## src/rtl/idli_pkg.sv

```systemverilog
// Shared idli definitions: SQI command/mode constants, field lengths and the
// SQI memory responder state type.
package idli_pkg;

   localparam logic [7:0] SQI_CMD_READ  = 8'h03;
   localparam logic [7:0] SQI_CMD_WRITE = 8'h02;
   localparam logic [7:0] SQI_CMD_RDMR  = 8'h05;
   localparam logic [7:0] SQI_MODE_SEQ  = 8'h40;

   localparam int unsigned SQI_ADDR_NIBBLES  = 6;
   localparam int unsigned SQI_DUMMY_NIBBLES = 2;

   typedef enum logic [2:0] {
      SQI_IDLE,
      SQI_CMD,
      SQI_ADDR,
      SQI_DUMMY,
      SQI_RD_DATA,
      SQI_WR_DATA,
      SQI_ERR,
      SQI_RD_MODE
   } sqi_mem_state_t;

endpackage

```

## src/rtl/idli_sqi_mem_array_m.sv

```systemverilog
// Byte array for the SQI memory responder: one synchronous write port and
// one combinational read port; contents are deliberately not reset.
module idli_sqi_mem_array_m #(
   parameter int ADDR_W = 8
) (
   input  logic              i_clk,
   input  logic              i_wr_en,
   input  logic [ADDR_W-1:0] i_wr_addr,
   input  logic [7:0]        i_wr_data,
   input  logic [ADDR_W-1:0] i_rd_addr,
   output logic [7:0]        o_rd_data
);

   logic [7:0] mem_q [2**ADDR_W];

   always_ff @(posedge i_clk) begin
      if (i_wr_en) begin
         mem_q[i_wr_addr] <= i_wr_data;
      end
   end

   assign o_rd_data = mem_q[i_rd_addr];

endmodule

```

## src/rtl/idli_sqi_mem_m.sv

```systemverilog
// SQI SRAM responder: decodes cmd/addr/dummy nibbles and streams byte data.
// Define IDLI_SQI_MEM_RDMR_EN to enable the RDMR (0x05) mode-register read.
//
// state       | meaning
// ------------+-----------------------------------------------
// SQI_IDLE    | deselected, waiting for cs low
// SQI_CMD     | shifting in the 2 command nibbles
// SQI_ADDR    | shifting in the 6 address nibbles
// SQI_DUMMY   | skipping the 2 dummy nibbles of a READ
// SQI_RD_DATA | driving mem[addr] hi/lo nibbles on sck falls
// SQI_WR_DATA | assembling bytes on sck rises, committing to mem
// SQI_ERR     | unknown command, ignore until cs high
// SQI_RD_MODE | driving the mode byte hi/lo on sck falls
module idli_sqi_mem_m
   import idli_pkg::*;
#(
   parameter int ADDR_W = 8
) (
   input  logic       i_mem_gck,
   input  logic       i_mem_rst,
   input  logic       i_mem_sqi_sck,
   input  logic       i_mem_sqi_cs,
   input  logic [3:0] i_mem_sqi_data,
   output logic [3:0] o_mem_sqi_data,
   output logic       o_mem_sqi_oe
);

   sqi_mem_state_t    state_q, state_d;
   logic              sck_q, sck_d;
   logic [2:0]        cnt_q, cnt_d;
   logic [7:0]        cmd_q, cmd_d;
   logic [ADDR_W-1:0] addr_q, addr_d;
   logic [3:0]        wr_hi_q, wr_hi_d;
   logic [3:0]        dout_q, dout_d;
   logic              oe_q, oe_d;

   logic              rise, fall;
   logic              wr_en;
   logic [7:0]        wr_data;
   logic [7:0]        rd_data;

   assign sck_d = i_mem_sqi_sck;
   assign rise  = i_mem_sqi_sck & ~sck_q;
   assign fall  = ~i_mem_sqi_sck & sck_q;

   always_comb begin
      state_d = state_q;
      cnt_d   = cnt_q;
      cmd_d   = cmd_q;
      addr_d  = addr_q;
      wr_hi_d = wr_hi_q;
      dout_d  = dout_q;
      oe_d    = oe_q;
      wr_en   = 1'b0;
      wr_data = {wr_hi_q, i_mem_sqi_data};

      if (i_mem_sqi_cs) begin
         state_d = SQI_IDLE;
         cnt_d   = '0;
         oe_d    = 1'b0;
      end else begin
         case (state_q)
            SQI_IDLE: begin
               state_d = SQI_CMD;
               cnt_d   = '0;
            end
            SQI_CMD: begin
               if (rise) begin
                  cmd_d = {cmd_q[3:0], i_mem_sqi_data};
                  if (cnt_q == 3'd1) begin
                     cnt_d = '0;
                     if (cmd_d == SQI_CMD_READ || cmd_d == SQI_CMD_WRITE) begin
                        state_d = SQI_ADDR;
`ifdef IDLI_SQI_MEM_RDMR_EN
                     end else if (cmd_d == SQI_CMD_RDMR) begin
                        state_d = SQI_RD_MODE;
`endif
                     end else begin
                        state_d = SQI_ERR;
                     end
                  end else begin
                     cnt_d = cnt_q + 3'd1;
                  end
               end
            end
            SQI_ADDR: begin
               if (rise) begin
                  // Only the low ADDR_W bits survive the shift.
                  addr_d = ADDR_W'({addr_q, i_mem_sqi_data});
                  if (cnt_q == 3'(SQI_ADDR_NIBBLES - 1)) begin
                     cnt_d   = '0;
                     state_d = (cmd_q == SQI_CMD_READ) ? SQI_DUMMY : SQI_WR_DATA;
                  end else begin
                     cnt_d = cnt_q + 3'd1;
                  end
               end
            end
            SQI_DUMMY: begin
               if (rise) begin
                  if (cnt_q == 3'(SQI_DUMMY_NIBBLES - 1)) begin
                     cnt_d   = '0;
                     state_d = SQI_RD_DATA;
                  end else begin
                     cnt_d = cnt_q + 3'd1;
                  end
               end
            end
            SQI_RD_DATA: begin
               if (fall) begin
                  oe_d = 1'b1;
                  if (!cnt_q[0]) begin
                     dout_d = rd_data[7:4];
                     cnt_d  = 3'd1;
                  end else begin
                     dout_d = rd_data[3:0];
                     cnt_d  = '0;
                     addr_d = addr_q + ADDR_W'(1);
                  end
               end
            end
            SQI_WR_DATA: begin
               if (rise) begin
                  if (!cnt_q[0]) begin
                     wr_hi_d = i_mem_sqi_data;
                     cnt_d   = 3'd1;
                  end else begin
                     wr_en  = 1'b1;
                     cnt_d  = '0;
                     addr_d = addr_q + ADDR_W'(1);
                  end
               end
            end
`ifdef IDLI_SQI_MEM_RDMR_EN
            SQI_RD_MODE: begin
               if (fall) begin
                  oe_d   = 1'b1;
                  dout_d = cnt_q[0] ? SQI_MODE_SEQ[3:0] : SQI_MODE_SEQ[7:4];
                  cnt_d  = {2'b00, ~cnt_q[0]};
               end
            end
`endif
            SQI_ERR: begin
               state_d = SQI_ERR;
            end
            default: begin
               state_d = SQI_IDLE;
            end
         endcase
      end
   end

   always_ff @(posedge i_mem_gck) begin
      if (i_mem_rst) begin
         state_q <= SQI_IDLE;
         sck_q   <= 1'b0;
         cnt_q   <= '0;
         cmd_q   <= '0;
         addr_q  <= '0;
         wr_hi_q <= '0;
         dout_q  <= '0;
         oe_q    <= 1'b0;
      end else begin
         state_q <= state_d;
         sck_q   <= sck_d;
         cnt_q   <= cnt_d;
         cmd_q   <= cmd_d;
         addr_q  <= addr_d;
         wr_hi_q <= wr_hi_d;
         dout_q  <= dout_d;
         oe_q    <= oe_d;
      end
   end

   idli_sqi_mem_array_m #(
      .ADDR_W (ADDR_W)
   ) u_array (
      .i_clk     (i_mem_gck),
      .i_wr_en   (wr_en),
      .i_wr_addr (addr_q),
      .i_wr_data (wr_data),
      .i_rd_addr (addr_q),
      .o_rd_data (rd_data)
   );

   assign o_mem_sqi_data = dout_q;
   assign o_mem_sqi_oe   = oe_q;

endmodule
```

## config.mk

```make
export PLATFORM = sky130hd
export DESIGN_NAME = idli_sqi_mem_m
export DESIGN_NICKNAME = d
export VERILOG_FILES = /design/src/rtl/idli_pkg.sv /design/src/rtl/idli_sqi_mem_array_m.sv /design/src/rtl/idli_sqi_mem_m.sv
export SDC_FILE = /design/constraint.sdc
export NUM_CORES = 2
export LEC_CHECK = 0
export ABC_AREA = 0
export ABC_CLOCK_PERIOD_IN_PS = 5200
export CORE_ASPECT_RATIO = 1.4
export CORE_MARGIN = 10
export CORE_UTILIZATION = 63
export DETAILED_ROUTE_END_ITERATION = 7
export PLACE_DENSITY_LB_ADDON = 0.15
export REMOVE_ABC_BUFFERS = 1
export SYNTH_ARGS = -nofsm -noshare
export SYNTH_HDL_FRONTEND = slang
export SYNTH_SLANG_ARGS = --single-unit
```

## constraint.sdc

```tcl
create_clock -name i_mem_gck -period 5.2 [get_ports i_mem_gck]
set_input_delay 1.04 -clock i_mem_gck [delete_from_list [all_inputs] [get_ports i_mem_gck]]
set_output_delay 1.04 -clock i_mem_gck [all_outputs]
set_load 0.01 [all_outputs]
```

==> summary.md <==
| Metric | Value |
|---|---|
| Post-synth cell types | `69` |
| Critical Path AT | `5100 ps` |
| Failing checks | `DRC` |
| Worst-path clk slew | `70 ps` |
| Sw power | `6290 uW` |
| Post-CTS sizing | `0` |
| Vias per inst | `6.90` |
| Hold Crit Class | `flip-flop to flip-flop` |
| Ys async rst share | `0` |
| Clock latency on the worst-skew pair | `830 ps` |
| #FFs+latches synth | `2,088` |
| Via count of the routed design | `41,800` |
| Area of the multi-input gates | `0.0178 sq mm` |
| CTS Hold Bufs | `0` |
| Drt total wl | `208,000 um` |
| Longest Clk Path Bufs | `3` |
| Initial antenna violation count | `5` |
| Num CTS Buffers | `182` |
| Core box area | `0.129 sq mm` |
| Crit start category | `flip-flop` |
| Worst setup margin | `812 ps` |
| Starting density of the core | `0.633` |
| Slew headroom | `0.232` |
| Outcome | `complete, but fails checks` |
| Combinational share of power | `0.015` |
| Post-Layout Inst Area | `0.0913 sq mm` |
| Max-capacitance violation count | `0` |
| DRT Pass-1 Iters | `8` |
| Clock power share | `0.415` |
| Post-detail-place hpwl | `127,000 um` |
| Post-DRT Antenna Nets | `0` |
| Global-route wire length before repair | `301,000 um` |
| Die Y | `446 um` |
| Max Slew Vio Count | `0` |
| Cell Count, Final, Fillers Out | `6,050` |
| Leakage | `0.0282 uW` |
| Peak Freq | `0.228 GHz` |
| CTS sink count | `2,088` |
| Hold Vio Cnt, Final | `0` |
| Placed inst area | `0.0854 sq mm` |
| Avg Inst Size Synth | `20.9 sq um` |
| Fillers | `7,626` |
| Net Sw Frac | `0.196` |
| Pint | `25,900 uW` |
| Area of the mapped netlist | `0.0815 sq mm` |
| Share of power burned in registers | `0.570` |
| Kind of critical path | `flip-flop to flip-flop` |
| Crit-path max FO | `35` |
| Pwr Density | `352 mW/mm^2` |
| # setup viols final | `0` |
| WL/cell | `34.3 um` |
| Fin Hold WS | `502 ps` |
| GR Overflow Total | `0` |
| H-Tree Depth | `4` |
| RD Place Congestion | `0.896` |
| Final min period | `4390 ps` |
| Pin count of the biggest net entering global routing | `166` |
| Critical Path RT | `5910 ps` |
| Die ar. | `0.144 sq mm` |
| Initial drt markers | `6,012` |
| Share of cells above drive strength 1 | `0.272` |
| GRT Overall Usage | `0.293` |
| Pre-CTS setup slack | `528 ps` |
| CTS tree | `done` |
| Num rows | `156` |
| I/O Buffers | `12` |
| Root Driver | `clkbuf_16` |
| Fin nets | `4,252` |
| Clk_skew | `31.5 ps` |
| Placed Instances | `5,713` |
| Max IR drop VDD | `0.318 mV` |
| Number of synthesized flops with an enable pin | `2,048` |
| Postcts setup bufs | `0` |
| YS warnings | `0` |
| Register Area | `0.0623 sq mm` |
| Gate Count Post-Synth | `3,902` |
| Worst-margin pin slew | `1150 ps` |
| Vias in the first global route | `41,600` |
| Tot Pwr | `32,200 uW` |
| DRC violations left | `1` |
| Post-synthesis sequential area ratio | `0.764` |
| I/O Pins | `13` |
| Layout area overhead | `12.0%` |
| Final period util | `0.844` |
| Top FF cell, synth | `edfxtp_1` |
| Kind of end point of the critical path | `flip-flop` |
| RSZ-0062 raised after global routing | `false` |
| Die width | `324 um` |
==> stage by stage <==
stage / utilization / setup TNS (ps)
after floorplan: - / -69400
after global placement: 0.663 / 0
after detailed placement: 0.663 / 0
after CTS: 0.709 / 0
after global routing: 0.709 / 0
final: 0.709 / 0
==> synthesized netlist by cell type (all sizes together), types with 11 or more instances <==
library cell     n  area (sq um)
edfxtp        2048         61500
and2            16           100
a211oi          18           135
dfxtp           40           801
o21ai           34           170
clkbuf          90           339
mux2i          141          1410
a21oi           55           275
nor2           314          1180
nor3            24           120
nand2          157           589
a22oi           35           263
nor2b           18           113
and3            11          68.8
buf            141          1060
mux4           514         11600
o22ai           32           200
nand3           32           160
a31oi           14          87.6
o221ai          30           263
==> layer usage <==
metal	up-vias	wire [um]	share of wire	global-route usage
li1	16800	-	-	-
met1	21700	74200	0.36	0.394
met2	2679	102000	0.49	0.463
met3	542	20200	0.097	0.0612
met4	2	11400	0.055	0.140
met5	-	13	0.000063	0
==> kinds of logic (layout without fill, tap and decap cells) <==
group,after synthesis,count (layout),synth area share
compound gates,283,283,0.0240
simple gates,616,616,0.0323
mux,665,665,0.161
fa+ha+maj,6,6,0.000921
flops,2088,2088,0.764
buf+inv,243,729,0.0177
other cells,0,3,0
xor+xnor,1,1,0.000107
==> critical path, cell delays in order, from the launching register on <==
cell and delay (ps):
dfxtp_4 950, buf_4 500, mux2i_1 320, o22ai_1 120, a2111oi_0 870, a311oi_1 210
o221ai_1 620, nand4_1 360, a32o_1 310
==> layout make-up <==
| type | instances | share of cell area |
|---|---|---|
| Multi-Input combinational cell | 1571 | 0.195 |
| Sequential cell | 2088 | 0.683 |
| Tap cell | 1659 | 0.0227 |
| Clock inverter | 121 | 0.0120 |
| Timing Repair Buffer | 383 | 0.0347 |
| Inverter | 12 | 0.000535 |
| Clock buffer | 213 | 0.0519 |
| Antenna cell | 3 | 0.0000822 |
==> cell usage in the layout, fill, tap and decap left out, types with 38 or more instances in the layout <==
master,instances
mux4_2,514
a21oi_1,55
clkbuf_16,184
buf_4,351
clkinv_2,38
nand2_1,153
clkinv_1,44
nor2_1,313
edfxtp_1,2048
mux2i_1,141
==> state kept, by name (all words and copies together) (netlist names), named ones only <==
| register | flops |
|---|---|
| sck_q | 1 |
| state_q | 3 |
| addr_q | 8 |
| cmd_q | 8 |
| o_mem_sqi_oe | 1 |
| wr_hi_q | 4 |
| cnt_q | 3 |
| o_mem_sqi_data | 4 |
| u_array.mem_q | 2048 |
==> final timing paths <==
| path | startpoint | to | slack [ps] | cells after the start |
|---|---|---|---|---|
| max | flip-flop | o_mem_sqi_data[1] | 810 | 8 |
| min | cmd_q[4] | cmd_q[4] | 500 | 2 |
| max reg2reg | flip-flop | o_mem_sqi_data[1] | 810 | 8 |
| min reg2reg | cmd_q[4] | cmd_q[4] | 500 | 2 |
==> power groups by stage <==
stage | Combinational (uW) | Clock, uW | Sequential, uW
2_1_floorplan | 259 | 0 | 18700
3_3_place_gp | 461 | 0 | 18700
3_5_place_dp | 470 | 0 | 18700
4_1_cts | 471 | 13500 | 18300
5_1_grt | 498 | 14100 | 18300
6_report | 472 | 13300 | 18300
(Power assumes the default switching activity.)
